File: src/rtl/agc_servo_pkg.sv
`default_nettype none
// ============================================================================
//  Module      : agc_servo_pkg
//  Description : Shared types and constants for the AGC servo controller.
//                Holds the FSM state enum, datapath widths, the two's-
//                complement offset limits and the scale step helper.
//                Optional feature macro: AGC_SERVO_OFFSET_EN (enables the
//                DC-offset loop; default build leaves it disabled).
//  Revision    : 1.0 - initial release
// ============================================================================
package agc_servo_pkg;

   localparam int SCALE_W  = 17;
   localparam int OFFSET_W = 8;
   localparam int SQ_W     = 24;
   localparam int CNT_W    = 21;
   localparam int DIFF_W   = CNT_W + 1;   // signed gt - lt
   localparam int ITER_W   = 8;

   // Offset limits as raw two's-complement bit patterns.
   localparam logic [OFFSET_W-1:0] OFFSET_MAX = 8'h7F;   // +127
   localparam logic [OFFSET_W-1:0] OFFSET_MIN = 8'h80;   // -128

   localparam logic [SCALE_W-1:0]  SCALE_SAT  = 17'h1FFFF;

`ifdef AGC_SERVO_OFFSET_EN
   localparam bit OFFSET_EN = 1'b1;
`else
   localparam bit OFFSET_EN = 1'b0;
`endif

   typedef enum logic [2:0] {
      S_IDLE  = 3'd0,
      S_LOAD  = 3'd1,
      S_APPLY = 3'd2,
      S_CLEAR = 3'd3,
      S_TICK  = 3'd4,
      S_WAIT  = 3'd5,
      S_EVAL  = 3'd6,
      S_DONE  = 3'd7
   } state_t;

   // Proportional scale step; never zero so a small scale can still move.
   function automatic logic [SCALE_W-1:0] scale_step(
      input logic [SCALE_W-1:0] scale,
      input int unsigned        shift
   );
      logic [SCALE_W-1:0] step;
      step = scale >> shift;
      if (step == '0) begin
         step = {{(SCALE_W-1){1'b0}}, 1'b1};
      end
      return step;
   endfunction

endpackage : agc_servo_pkg
`default_nettype wire

File: src/rtl/agc_servo_step.sv
`default_nettype none
// ============================================================================
//  Module      : agc_servo_step
//  Description : One-cycle registered servo step. Captures the accumulator
//                readings when i_load is high and produces the next scale,
//                next offset and the in-band (lock) flag for the following
//                cycle.
//  Ports       : clk, rst          - clock / synchronous active-high reset
//                i_load            - capture strobe (WAIT with done)
//                i_scale/i_offset  - current scale and offset
//                i_sq/i_gt/i_lt    - accumulator readings
//                o_next_scale      - stepped scale
//                o_next_offset     - stepped offset (0 when loop disabled)
//                o_in_band         - readings inside lock window
//  Macro       : AGC_SERVO_OFFSET_EN (offset loop and gt/lt lock term)
//  Revision    : 1.0 - initial release
// ============================================================================
module agc_servo_step
   import agc_servo_pkg::*;
#(
   parameter logic [SQ_W-1:0]  SQ_TARGET   = 24'h200000,
   parameter logic [SQ_W-1:0]  SQ_DEADBAND = 24'h020000,
   parameter logic [CNT_W-1:0] GL_DEADBAND = 21'd256,
   parameter int unsigned      SCALE_SHIFT = 4
) (
   input  logic                clk,
   input  logic                rst,
   input  logic                i_load,
   input  logic [SCALE_W-1:0]  i_scale,
   input  logic [OFFSET_W-1:0] i_offset,
   input  logic [SQ_W-1:0]     i_sq,
   input  logic [CNT_W-1:0]    i_gt,
   input  logic [CNT_W-1:0]    i_lt,
   output logic [SCALE_W-1:0]  o_next_scale,
   output logic [OFFSET_W-1:0] o_next_offset,
   output logic                o_in_band
);

   // Window edges. Upper edge is one bit wider so target+deadband cannot
   // wrap; lower edge floors at zero.
   localparam logic [SQ_W:0]   C_SQ_HI = {1'b0, SQ_TARGET} + {1'b0, SQ_DEADBAND};
   localparam logic [SQ_W-1:0] C_SQ_LO = (SQ_TARGET > SQ_DEADBAND) ?
                                         (SQ_TARGET - SQ_DEADBAND) : '0;
   localparam logic signed [DIFF_W-1:0] C_GL_POS = $signed({1'b0, GL_DEADBAND});
   localparam logic signed [DIFF_W-1:0] C_GL_NEG = -C_GL_POS;

   logic [SCALE_W-1:0]        w_step;
   logic [SCALE_W:0]          w_scale_sum;
   logic                      w_sq_above;
   logic                      w_sq_below;
   logic signed [DIFF_W-1:0]  w_diff;
   logic                      w_gl_pos;
   logic                      w_gl_neg;
   logic [SCALE_W-1:0]        w_next_scale;
   logic [OFFSET_W-1:0]       w_next_offset;
   logic                      w_in_band;

   logic [SCALE_W-1:0]        r_next_scale;
   logic [OFFSET_W-1:0]       r_next_offset;
   logic                      r_in_band;

   assign w_step      = scale_step(i_scale, SCALE_SHIFT);
   assign w_scale_sum = {1'b0, i_scale} + {1'b0, w_step};

   assign w_sq_above  = {1'b0, i_sq} > C_SQ_HI;
   assign w_sq_below  = i_sq < C_SQ_LO;

   assign w_diff      = $signed({1'b0, i_gt}) - $signed({1'b0, i_lt});
   assign w_gl_pos    = OFFSET_EN && (w_diff > C_GL_POS);
   assign w_gl_neg    = OFFSET_EN && (w_diff < C_GL_NEG);

   always_comb begin
      w_next_scale = i_scale;
      if (w_sq_above) begin
         // Decrease, never below 1.
         w_next_scale = (i_scale > w_step) ? (i_scale - w_step) :
                                             {{(SCALE_W-1){1'b0}}, 1'b1};
      end else if (w_sq_below) begin
         // Increase, saturating at full scale.
         w_next_scale = w_scale_sum[SCALE_W] ? SCALE_SAT : w_scale_sum[SCALE_W-1:0];
      end
   end

   always_comb begin
      w_next_offset = OFFSET_EN ? i_offset : '0;
      if (w_gl_pos) begin
         // More samples above threshold than below: pull the DC level down.
         w_next_offset = (i_offset == OFFSET_MIN) ? OFFSET_MIN : (i_offset - 8'd1);
      end else if (w_gl_neg) begin
         w_next_offset = (i_offset == OFFSET_MAX) ? OFFSET_MAX : (i_offset + 8'd1);
      end
   end

   assign w_in_band = !w_sq_above && !w_sq_below && !w_gl_pos && !w_gl_neg;

   always_ff @(posedge clk) begin
      if (rst) begin
         r_next_scale  <= '0;
         r_next_offset <= '0;
         r_in_band     <= 1'b0;
      end else if (i_load) begin
         r_next_scale  <= w_next_scale;
         r_next_offset <= w_next_offset;
         r_in_band     <= w_in_band;
      end
   end

   assign o_next_scale  = r_next_scale;
   assign o_next_offset = r_next_offset;
   assign o_in_band     = r_in_band;

endmodule : agc_servo_step
`default_nettype wire

File: src/rtl/agc_servo.sv
`default_nettype none
// ============================================================================
//  Module      : agc_servo
//  Description : Closed-loop AGC controller. Loads scale/offset into the
//                AGC core, applies them, clears and starts an accumulation
//                period, waits for completion, then steps scale (and
//                optionally offset) toward the target until the readings
//                fall inside the lock window or the iteration limit is hit.
//  Ports       : clk_i, rst_i            - aclk / sync active-high reset
//                start_i, abort_i        - run control pulses
//                sq/gt/lt_accum_i        - AGC core statistics
//                agc_done_i              - statistics valid pulse
//                agc_tick_o, agc_rst_o   - accumulation start / clear pulses
//                agc_scale_o/_ce_o       - scale value and load pulse
//                agc_offset_o/_ce_o      - offset value and load pulse
//                agc_apply_o             - apply loaded values pulse
//                busy_o, locked_o,
//                timeout_o, iter_o       - status
//  Macro       : AGC_SERVO_OFFSET_EN - enables the offset loop; when
//                undefined the offset stays 0, its load pulse never fires
//                and lock depends on the square accumulator only.
//  Revision    : 1.0 - initial release
// ============================================================================
module agc_servo
   import agc_servo_pkg::*;
#(
   parameter logic [SCALE_W-1:0] INIT_SCALE  = 17'h04000,
   parameter logic [SQ_W-1:0]    SQ_TARGET   = 24'h200000,
   parameter logic [SQ_W-1:0]    SQ_DEADBAND = 24'h020000,
   parameter logic [CNT_W-1:0]   GL_DEADBAND = 21'd256,
   parameter int unsigned        SCALE_SHIFT = 4,
   parameter logic [ITER_W-1:0]  MAX_ITER    = 8'd32
) (
   input  logic                clk_i,
   input  logic                rst_i,
   input  logic                start_i,
   input  logic                abort_i,
   input  logic [SQ_W-1:0]     sq_accum_i,
   input  logic [CNT_W-1:0]    gt_accum_i,
   input  logic [CNT_W-1:0]    lt_accum_i,
   input  logic                agc_done_i,
   output logic                agc_tick_o,
   output logic                agc_rst_o,
   output logic [SCALE_W-1:0]  agc_scale_o,
   output logic [OFFSET_W-1:0] agc_offset_o,
   output logic                agc_scale_ce_o,
   output logic                agc_offset_ce_o,
   output logic                agc_apply_o,
   output logic                busy_o,
   output logic                locked_o,
   output logic                timeout_o,
   output logic [ITER_W-1:0]   iter_o
);

   state_t               r_state;
   logic [SCALE_W-1:0]   r_scale;
   logic [OFFSET_W-1:0]  r_offset;
   logic                 r_scale_ce;
   logic                 r_offset_ce;
   logic                 r_apply;
   logic                 r_agc_rst;
   logic                 r_tick;
   logic                 r_busy;
   logic                 r_locked;
   logic                 r_timeout;
   logic [ITER_W-1:0]    r_iter;

   logic                 w_load_step;
   logic [SCALE_W-1:0]   w_next_scale;
   logic [OFFSET_W-1:0]  w_next_offset;
   logic                 w_in_band;
   logic [ITER_W-1:0]    w_iter_inc;

   // Readings are captured on the same edge that leaves WAIT, so the step
   // results are ready when EVAL decides.
   assign w_load_step = (r_state == S_WAIT) && agc_done_i;
   assign w_iter_inc  = r_iter + 8'd1;

   agc_servo_step #(
      .SQ_TARGET   (SQ_TARGET),
      .SQ_DEADBAND (SQ_DEADBAND),
      .GL_DEADBAND (GL_DEADBAND),
      .SCALE_SHIFT (SCALE_SHIFT)
   ) u_step (
      .clk           (clk_i),
      .rst           (rst_i),
      .i_load        (w_load_step),
      .i_scale       (r_scale),
      .i_offset      (r_offset),
      .i_sq          (sq_accum_i),
      .i_gt          (gt_accum_i),
      .i_lt          (lt_accum_i),
      .o_next_scale  (w_next_scale),
      .o_next_offset (w_next_offset),
      .o_in_band     (w_in_band)
   );

   always_ff @(posedge clk_i) begin
      if (rst_i) begin
         r_state     <= S_IDLE;
         r_scale     <= INIT_SCALE;
         r_offset    <= '0;
         r_scale_ce  <= 1'b0;
         r_offset_ce <= 1'b0;
         r_apply     <= 1'b0;
         r_agc_rst   <= 1'b0;
         r_tick      <= 1'b0;
         r_busy      <= 1'b0;
         r_locked    <= 1'b0;
         r_timeout   <= 1'b0;
         r_iter      <= '0;
      end else begin
         // Every pulse output is one cycle wide; it is raised on the edge
         // that enters its state.
         r_scale_ce  <= 1'b0;
         r_offset_ce <= 1'b0;
         r_apply     <= 1'b0;
         r_agc_rst   <= 1'b0;
         r_tick      <= 1'b0;

         if (abort_i) begin
            // Scale/offset and status hold; only the sequencing stops.
            r_state <= S_IDLE;
            r_busy  <= 1'b0;
         end else begin
            case (r_state)
               S_IDLE: begin
                  if (start_i) begin
                     r_state     <= S_LOAD;
                     r_busy      <= 1'b1;
                     r_locked    <= 1'b0;
                     r_timeout   <= 1'b0;
                     r_iter      <= '0;
                     r_scale     <= INIT_SCALE;
                     r_offset    <= '0;
                     r_scale_ce  <= 1'b1;
                     r_offset_ce <= OFFSET_EN;
                  end
               end
               S_LOAD: begin
                  r_state <= S_APPLY;
                  r_apply <= 1'b1;
               end
               S_APPLY: begin
                  r_state   <= S_CLEAR;
                  r_agc_rst <= 1'b1;
               end
               S_CLEAR: begin
                  r_state <= S_TICK;
                  r_tick  <= 1'b1;
               end
               S_TICK: begin
                  r_state <= S_WAIT;
               end
               S_WAIT: begin
                  if (agc_done_i) begin
                     r_state <= S_EVAL;
                  end
               end
               S_EVAL: begin
                  r_iter <= w_iter_inc;
                  if (w_in_band) begin
                     r_state  <= S_DONE;
                     r_locked <= 1'b1;
                  end else if (w_iter_inc == MAX_ITER) begin
                     r_state   <= S_DONE;
                     r_timeout <= 1'b1;
                  end else begin
                     // New values appear together with their load pulses.
                     r_state     <= S_LOAD;
                     r_scale     <= w_next_scale;
                     r_offset    <= w_next_offset;
                     r_scale_ce  <= 1'b1;
                     r_offset_ce <= OFFSET_EN;
                  end
               end
               S_DONE: begin
                  r_state <= S_IDLE;
                  r_busy  <= 1'b0;
               end
               default: begin
                  r_state <= S_IDLE;
                  r_busy  <= 1'b0;
               end
            endcase
         end
      end
   end

   assign agc_tick_o      = r_tick;
   assign agc_rst_o       = r_agc_rst;
   assign agc_scale_o     = r_scale;
   assign agc_offset_o    = r_offset;
   assign agc_scale_ce_o  = r_scale_ce;
   assign agc_offset_ce_o = r_offset_ce;
   assign agc_apply_o     = r_apply;
   assign busy_o          = r_busy;
   assign locked_o        = r_locked;
   assign timeout_o       = r_timeout;
   assign iter_o          = r_iter;

endmodule : agc_servo
`default_nettype wire

File: config.mk
export PLATFORM = sky130hd
export DESIGN_NAME = agc_servo
export DESIGN_NICKNAME = d
export VERILOG_FILES = /design/src/rtl/agc_servo_pkg.sv /design/src/rtl/agc_servo_step.sv /design/src/rtl/agc_servo.sv
export SDC_FILE = /design/constraint.sdc
export NUM_CORES = 1
export LEC_CHECK = 0
export CAP_MARGIN = 25
export CORE_UTILIZATION = 30
export CTS_BUF_LIST = sky130_fd_sc_hd__clkbuf_16
export CTS_CLUSTER_SIZE = 16
export DETAILED_ROUTE_END_ITERATION = 7
export PLACE_DENSITY = 0.59
export RECOVER_POWER = 100
export SLEW_MARGIN = 0
export SYNTH_ARGS = -nofsm -noshare
export SYNTH_HDL_FRONTEND = slang
export SYNTH_SLANG_ARGS = --single-unit
export TNS_END_PERCENT = 5
File: constraint.sdc
create_clock -name clk_i -period 10.19 [get_ports clk_i]
set_clock_uncertainty 0.05 [all_clocks]
set_input_delay 2.038 -clock clk_i [delete_from_list [all_inputs] [get_ports clk_i]]
set_output_delay 2.038 -clock clk_i [all_outputs]
set_load 0.02 [all_outputs]
## After elaboration in Yosys (flattened, before gate mapping)

Index checks and enable logic that the tools add are counted.

| word-level totals | value |
|---|---|
| flip-flop bits (word level) | 61 |
| input bits | 71 |
| word-level logic and storage cells | 83 |

| cells by class | value |
|---|---|
| magnitude comparators | 3 |
| equality and inequality tests | 14 |
| reductions and logical operators | 15 |
| bitwise gates (word level) | 1 |
| add/subtract/negate cells | 3 |
| multiplexer cells | 34 |

Operators by type and width:

| operator | number |
|---|---|
| 17-bit two-way mux | 7 |
| 17-bit one-hot mux with 2 select lines | 1 |
| 8-bit one-hot mux with 2 select lines | 2 |
| 24-bit by 22-bit > comparator with 1-bit output (second input constant) | 1 |
| 24-bit by 21-bit < comparator with 1-bit output (second input constant) | 1 |
| 8-bit two-way mux | 3 |
| 3-bit one-hot mux with 8 select lines | 1 |
| 17-bit by 17-bit adder with 18-bit output | 1 |
| 17-bit > comparator | 1 |
| 17-bit zero test | 1 |
| 17-bit subtractor | 1 |
| 13-bit two-way mux | 1 |
| 3-bit == test (second input constant) | 4 |
| 3-bit two-way mux | 4 |
| 1-bit two-way mux | 11 |
| 2-bit != test (second input constant) | 5 |
| 5-bit AND reduction | 2 |
| 8-bit by 1-bit adder with 8-bit output (second input constant) | 1 |
| 8-bit by 6-bit == test with 1-bit output (second input constant) | 1 |
| 1-bit one-hot mux with 2 select lines | 4 |
| 3-bit by 2-bit == test with 1-bit output (second input constant) | 2 |
| 2-bit AND reduction | 2 |
| 4-bit AND reduction | 1 |
| 2-bit nonzero test | 2 |
| other kinds (8) | 10 |

## Longest topological paths before layout

Gate-level depths: netlist of run 1.

| logic depth | value |
|---|---|
| depth in word-level cells | 6 |
| mapped depth | 14 |
| depth with buffers taken out | 13 |

## Cells and area by module

From an unflattened synthesis of run 1, not the netlist that was laid out.

| second synthesis, totals | value |
|---|---|
| cell total of the unflattened synthesis | 532 |
| area total of the unflattened synthesis | 4385.5 µm² |

Modules (own cells, without submodules):

| module | times used | area an instance (µm²) | seq. area each (µm²) | cells an instance |
|---|---|---|---|---|
| agc_servo_step | 1 | 2660.1 | 360.3 | 368 |
| agc_servo | 1 | 1725.4 | 860.8 | 164 |

## Worst setup path before layout of run 1

Ideal clock, no wire load.

| timing path | value |
|---|---|
| path type | input port to flip-flop |
| start | input sq_accum_i[0] |
| end | register u_step.r_next_scale[0] (netlist: u_step.o_next_scale[0]) |
| data required time | 10.037 ns |
| path slack | 6.325 ns |
| buffers on the path | 0 |
| data arrival time | 3.712 ns |
| stages | 7 |
| cell sequence | nor4_1 > nand4_1 > o41a_1 > o21ai_1 > o22ai_2 > o211a_1 > a2111oi_2 |

| on the way | value |
|---|---|
| longest elaborated chain between the ends | 3 |
| elaborated cells between the ends (all ways) | 4 |
| those cells by class | order compare (2); mux (2) |

Ends and longest elaborated chain:

| what | line | source |
|---|---|---|
| from (decl) | agc_servo.sv:38 | `input logic [SQ_W-1:0] sq_accum_i,` |
| 24-bit by 21-bit < comparator with 1-bit output | agc_servo_step.sv:66 | `assign w_sq_below = i_sq < C_SQ_LO;` |
| 17-bit two-way mux | agc_servo_step.sv:78 | `end else if (w_sq_below) begin` |
| 17-bit two-way mux * | agc_servo_step.sv:74 | `if (w_sq_above) begin` |
| to (signal assigned) | agc_servo_step.sv:102 | `r_next_scale <= w_next_scale;` |
| to (decl) | agc_servo_step.sv:58 | `logic [SCALE_W-1:0] r_next_scale;` |

Mark *: on every way between the ends. The rest lies on a longest branch, timed or not.
A chain may end at the register's enable or synchronous reset.

## Worst setup path in the final report of run 1

| timing path | value |
|---|---|
| start | input sq_accum_i[9] |
| end | register u_step.r_next_scale[7] (netlist: u_step.o_next_scale[7]) |

Same word-level chain as after synthesis.

==> run summary, run 1 <==
The run finished, with violations left. The checks that failed: max-capacitance violations, max-slew violations. In this run the critical register-to-register path is launched from agc_scale_o[14]. The overall die area is 13800 sq um, and the core occupancy in the finished layout is 0.371.

The tree built by TritonCTS fans out to 53 sinks. After global routing the overflow that remains totals 0. The critical hold path startpoint is locked_o.

The area share of the largest cell type after synthesis is 0.264. Area occupied by multi-input gates: 2650 sq um. The cell sitting at the root of the clock tree is a sky130_fd_sc_hd__clkbuf_16. For the finished layout, the period the worst path requires is 5340 ps. For the top achievable clock speed, the log shows 0.187 GHz. The critical path in this run is classified as in -> reg. The tools report the data required time at the worst endpoint as 10230 ps. The actual slew at the worst max-slew pin came out at 1960 ps. The depth of the worst register-to-register path came out at 10. After synthesis, the cell types taking the most area are sky130_fd_sc_hd__dfxtp_1 (26%), sky130_fd_sc_hd__ha_1 (8.7%), sky130_fd_sc_hd__nor2_1 (8.0%). Dividing the detail-routed wire length by the instance count gives 15.9 microns. The async set-or-reset flop fraction in the synthesized netlist is 0, and the smallest setup slack after layout is 4850 ps.

For this block, the via count after detailed routing is 3887. The tool flagged a number of max-cap violations equal to 2. The signed area change from the synthesized netlist to the final layout was 18.6%; the number of global-route vias before repair was 3689. The clock-pin slew on the worst setup and hold paths was 70 ps; the total wire length was 11500 microns. The portion of the post-synthesis area used by sequential elements is 0.264, and the setup slack on the worst flop-to-flop path is 6130 ps.

In this run the remaining antenna-violating nets after routing total 0. The first detailed-routing pass took 5 iterations. The tools report the number of max-slew violations in the final report as 65. The HPWL after detailed placement is 8360 microns. Yosys mapped a number of flops with a built-in enable equal to 0. The worst relative slew slack is -0.309.

The dominant synthesized flop cell was sky130_fd_sc_hd__dfxtp_1. Buffers placed on the I/O ports in this run total 60. The post-cts hold buffer count is 0.

The mapped netlist covers 4010 sq um. The DRC marker count from the first detailed-route iteration is 362. The worst setup path is launched from an input port.

In this run the static leakage power is 1.81 nW. For the number of buffers on the longest clock path, the log shows 2. In this run the worst hold path is classified as reg -> reg.

The synthesized netlist contains 69 unique library cells. Along the worst path, the maximum fanout reaches 18. The first-pass GRT wire length is 18900 microns. The most frequent cell after synthesis is sky130_fd_sc_hd__nor2_1. Measured along the y axis, the die boundary spans 118 microns.

In this run the power density over the cells is 86.7 nW/um^2. The logs give 1060 sq um for the area used by sequential logic in the layout and 41 for the number of core rows. A synthesized cell averages 7.72 sq um.

For the H-tree depth, the log shows 2. The congestion estimate from routability-driven global placement came to 0.859. The ratio of routed vias to standard cells works out to 5.40.

The tools report the total clock buffers created by CTS as 5. The cell type with the largest total area after synthesis was sky130_fd_sc_hd__dfxtp_1. During synthesis, Yosys emitted a total of 0 warnings. The number of buffers inserted to repair setup after CTS is 0. For this run, the post-layout net count is 648. The tools report the total core area as 12800 sq um. The number of remaining DRC errors is 0, and the data arrival time of the critical path is 5380 ps. Entering global routing, the biggest net connects 46 pins. For the final routed database, the setup TNS stands at 0 ps. The filler cells instantiated in the layout total 1335. The post-route clock period utilization came out at 0.524. Clock latency on the worst-skew pair, taken at its later pin, is 290 ps. The initial core utilization is 0.313, and the number of storage elements in the synthesis netlist is 53. For the initial antenna violation count, the log shows 0. Setup repair after global routing left no endpoint under its margin. TritonCTS built the clock tree. STA classifies the critical path endpoint as a flop.

Gates resized during post-CTS repair numbered 0. The antenna diode instance count is 0. The width of the die is 118 microns, and the number of failing setup endpoints in the final timing report is 0.

At the placement stage, the worst setup path has a slack of 5270 ps. Worst hold endpoint: locked_o. For the total global-route track usage, the log shows 0.164.

Hold violation total from the final report: 0. The cell depth of the worst hold path is 2. In this run the critical register-to-register path is captured at u_step.o_next_scale[7]. The worst-case IR drop observed on VDD is 0.0000569 V. For the synthesized instance count, the log shows 520.

In the synthesized netlist, the cells that appear most often are sky130_fd_sc_hd__nor2_1 (86), sky130_fd_sc_hd__dfxtp_1 (53), sky130_fd_sc_hd__clkbuf_1 (31), sky130_fd_sc_hd__a21oi_1 (28), sky130_fd_sc_hd__ha_1 (28). 112 I/O pins were placed. The share of cells above drive strength 1 works out to 0.0328.
[metrics by stage]
stage               total power, mW  cells  hold WS (ps)  area (sq um)
global route                  0.428    720           475          4760
floorplan                     0.234    528           404          4040
CTS                           0.418    719           439          4770
detailed placement            0.248    711           420          4620
finish                        0.413    720           431          4760
global placement              0.248    711           405          4620
[cell families (layout without fill, tap and decap cells)]
logic type | count (synthesis) | count (layout) | share of synthesized area
simple gates | 194 | 194 | 0.230
compound gates | 150 | 150 | 0.281
xor+xnor | 20 | 20 | 0.0437
flops | 53 | 53 | 0.264
buf+inv | 71 | 91 | 0.0801
mux | 1 | 1 | 0.00249
fa+ha+maj | 30 | 30 | 0.0973
other cells | 1 | 9 | 0.000935
[metal layers]
metal / vias up / routed length, microns / share of wire / track usage
li1: 1913 / - / - / -
met1: 1819 / 5310 / 0.46 / 0.217
met2: 138 / 5330 / 0.47 / 0.274
met3: 17 / 597 / 0.052 / 0.0262
met4: 0 / 227 / 0.020 / 0.0457
met5: - / 0 / 0 / 0
[cell type report]
| cell class | count | share of cell area |
|---|---|---|
| repair buffers | 62 | 0.129 |
| clock inverters | 3 | 0.00368 |
| clock buffers | 5 | 0.0263 |
| flip-flops and latches | 53 | 0.223 |
| well taps | 172 | 0.0452 |
| multi-input cells | 404 | 0.556 |
| inverters | 21 | 0.0166 |
[power by group]
group | switching, mW | internal (mW) | leakage, nW | total, mW
Combinational | 0.0198 | 0.0142 | 1.31 | 0.0340
Sequential | 0.000925 | 0.208 | 0.427 | 0.209
Clock | 0.0792 | 0.0909 | 0.0754 | 0.170
[cell usage in the layout, fill, tap and decap left out, drive strengths merged, types with 8 or more instances in the layout]
cell           count
clkdlybuf4s50     25
nor4               8
a211oi            13
o21bai             8
nand2             25
ha                28
a21oi             29
nor2b             11
conb               9
nand3             10
dlygate4sd3       35
dfxtp             53
nor2              87
xnor2             14
o21ai             20
a22oi             19
nor3              17
inv               22
[sequential cells by signal, summed over array words and instances, names as in the netlist]
name                 cells
agc_apply_o              1
busy_o                   1
agc_scale_o             17
u_step.o_in_band         1
locked_o                 1
timeout_o                1
agc_scale_ce_o           1
agc_tick_o               1
agc_rst_o                1
r_state                  3
iter_o                   8
u_step.o_next_scale     17
[critical path: stages]
cell and delay [ps]:
sky130_fd_sc_hd__dlygate4sd3_1 530, sky130_fd_sc_hd__nor4_1 290, sky130_fd_sc_hd__nand4_1 130, sky130_fd_sc_hd__o41a_1 360, sky130_fd_sc_hd__o21ai_0 670, sky130_fd_sc_hd__o22ai_1 660, sky130_fd_sc_hd__a221oi_1 560, sky130_fd_sc_hd__a211oi_1 130
[worst max path at each step]
| stage | startpoint | endpoint | depth (start not counted) | slack, ps |
|---|---|---|---|---|
| 6_report | sq_accum_i[9] | u_step.o_next_scale[7] | 8 | 4850 |
| 5_1_grt | sq_accum_i[9] | u_step.o_next_scale[0] | 8 | 4560 |
| 4_1_cts | sq_accum_i[9] | u_step.o_next_scale[7] | 8 | 5590 |
| 3_5_place_dp | sq_accum_i[9] | u_step.o_next_scale[7] | 8 | 5270 |
| 3_3_place_gp | sq_accum_i[0] | u_step.o_next_scale[7] | 8 | 5320 |
| 2_1_floorplan | sq_accum_i[0] | u_step.o_next_scale[0] | 7 | 6320 |
Note: power is estimated with default switching activity, not from simulation.
==> inputs of run 2 (changes only) <==
Settings changed: PLACE_DENSITY 0.59 to 0.61.
Clock period 10.19 ns to 4.41 ns, I/O delays scaled along.
==> run 2 against run 1 <==
Net effect:
- the run still ends with max-capacitance violations, max-slew violations left
- flip-flop and latch count stayed put
- cell count is 0.83% higher
- total power is 140% higher
- cell area rose by 0.97%
- critical path depth increased by 3
- clock power grew to 2.5 times the previous value
- non-clock buffer count is 6 higher
- first-iteration DRC count fell by 6.9%
==> run summary, run 2 (synthesized netlist as in run 1, its figures left out) <==
The number of instances resized during post-cts repair is 0, and the largest net degree at the start of global routing is 37. After clock tree synthesis, the clock-pin slew on the worst setup and hold paths is 70 ps. The die covers 13800 sq um. STA classifies the critical path startpoint as a flop. Summing all multi-input logic gate instances after layout gives 2630 sq um. The chip height came out at 118 microns.

STA classifies the critical path endpoint as a flop. For this run, design rule violations remaining after detail routing come to 0. Dividing total power by cell area gives a power density of 206 nW/um^2.

The H-tree generated during clock tree synthesis spans 2 levels. The post-route clock period utilization came out at 0.907. The average routed wire per standard cell was 15.8 microns; the post-layout net count was 654.

The number of max-slew violations in the final report was 18. Setup repair after global routing left no endpoint under its margin. The maximum fanout encountered on the critical timing path was 7. The run gives 18800 microns as the first-pass GRT wire length.

The logs give 41 for the number of core rows and 1.85 nW for the leakage dissipation. The antenna diode instance count was 0; the share of total power in the clock network was 0.432. The proportion of power drawn by combinational gates is 0.080, and the hold violation total from the final report is 0. After detailed routing, no signal wire sits above met4. The post-route standard cell area excluding fillers is 4800 sq um, and the number of I/O port buffers is 60.

In this run, CTS created clock tree buffers numbering 5. The run gives 0 ps as the final setup TNS. The tools report the remaining global-route overflow as 0. The initial antenna violation count is 0, and the number of buffers inserted to repair setup after CTS is 0.

The actual slew at the worst max-slew pin is 1520 ps. Summing over every cut layer, the via total after detailed routing is 3979. From synthesis to final layout, the design area changed by 19.7%.

Worst relative slew slack: -0.0100. Setup violations remaining at the end of the flow were counted as 0. The run finished, with violations left. Summing internal, switching and leakage power gives 989 uW. The internal power of the cells was 778 uW; the post-cts hold buffer count was 0. Total wire length: 11500 microns.

The routability-driven placement congestion ratio was 0.854; the latest clock arrival within the worst-skew pair was 290 ps. The tools report the total core area as 12800 sq um. The logs give 212 uW for the reported net switching power and 516 ps for the worst slack at placement.

The clock sink count is 53, and the share of cells above drive strength 1 is 0.0415. For the worst setup path, the data required time is 4570 ps. Master cell of the clock root buffer: sky130_fd_sc_hd__clkbuf_16. Once detailed placement completed, the half-perimeter wirelength came to 8500 microns. In this run the worst hold path is classified as reg -> reg. The routed metal-1 wire length is 5200 microns, and the share of total power consumed by net switching is 0.214. After detailed routing, the met2 layer carries 5440 microns of wire. The run gives 3666 as the number of global-route vias before repair. No sink is reached through more buffers than the 2 on the longest clock path.

The remaining antenna violation count was 0; the max-cap check violation count was 1. The run gives 0.163 as the total global-route track usage. The library cell used most frequently in the layout, excluding fill and tap cells, is sky130_fd_sc_hd__nor2_1. TritonCTS built the clock tree. Dividing the detail-routed via count by the number of cells gives 5.48. The top achievable clock speed is 0.250 GHz, and the initial core utilization is 0.313. The checks that failed: max-capacitance violations, max-slew violations. The worst path meets setup with 412 ps of slack. The met3 wire length is 698 microns. The library cells used most frequently in the layout, excluding fill and tap cells, are sky130_fd_sc_hd__nor2_1 (87), sky130_fd_sc_hd__dfxtp_1 (53), sky130_fd_sc_hd__dlygate4sd3_1 (35). Fill cells in the final layout number 1316. In this run the horizontal extent of the chip is 118 microns.

For this design the top-level I/O count stands at 112. The power share of the sequential group was 0.488; the iteration count of the initial detailed-routing pass was 5. Data on the critical path arrives at its endpoint at 4160 ps. The logs give 4680 sq um for the post-detailed-placement cell area and 0.000136 V for the largest vdd supply drop.

The worst setup path is of the reg -> reg kind. In the final layout, flip-flops and latches occupy 1060 sq um. The worst path needs 4000 ps of the cycle, external delays included.

After the first detailed-routing iteration, the DRC count stood at 337.
-- run 2: through the flow --
stage / util / instances / hold WS, ps
4_1_cts: 0.377 / 726 / 429
2_1_floorplan: - / 528 / 404
5_1_grt: 0.375 / 726 / 456
6_report: 0.375 / 726 / 428
3_3_place_gp: 0.365 / 718 / 415
3_5_place_dp: 0.365 / 718 / 409
-- run 2: critical path, stage by stage, from the launching register on --
cell and delay (ps):
sky130_fd_sc_hd__dfxtp_1 310, sky130_fd_sc_hd__nor4_1 650, sky130_fd_sc_hd__a31o_2 290, sky130_fd_sc_hd__ha_1 190
sky130_fd_sc_hd__nand2b_1 80, sky130_fd_sc_hd__a221oi_1 690, sky130_fd_sc_hd__o2111ai_1 330, sky130_fd_sc_hd__a31oi_2 400
sky130_fd_sc_hd__a21oi_2 230, sky130_fd_sc_hd__a221oi_1 350, sky130_fd_sc_hd__a211oi_1 110, sky130_fd_sc_hd__nor3_1 230
-- run 2: power groups by stage --
stage | combinational (mW) | sequential (mW) | clock (mW)
floorplan | 0.0462 | 0.494 | 0
global placement | 0.0793 | 0.493 | 0
detailed placement | 0.0801 | 0.493 | 0
CTS | 0.0805 | 0.482 | 0.438
global route | 0.0851 | 0.482 | 0.457
finish | 0.0791 | 0.482 | 0.428
-- run 2: area by class of cell --
cell class                 count  area share
multi-input combinational    404       0.547
clock buffer                   5      0.0260
inverter                      21      0.0164
tap                          172      0.0448
timing repair buffer          68       0.138
sequential                    53       0.221
clock inverter                 3     0.00781
-- run 2: routing by layer --
metal | vias to the layer above | global-route usage
li1 | 1926 | -
met1 | 1896 | 0.221
met3 | 17 | 0.0257
met5 | - | 0
met4 | 0 | 0.0393
met2 | 140 | 0.270
-- run 2: final timing paths --
check | startpoint | endpoint | slack (ps) | cells past startpoint
max | agc_scale_o[16] | u_step.o_next_scale[11] | 410 | 11
min | locked_o | locked_o | 430 | 2
max reg2reg | agc_scale_o[16] | u_step.o_next_scale[11] | 410 | 11
min reg2reg | locked_o | locked_o | 430 | 2
==> inputs of run 3 (changes only) <==
Settings changed: ABC_CLOCK_PERIOD_IN_PS from default to 4410.
==> results of run 3 <==
Same layout as run 2: the final DEF is identical, and so are final timing and power.
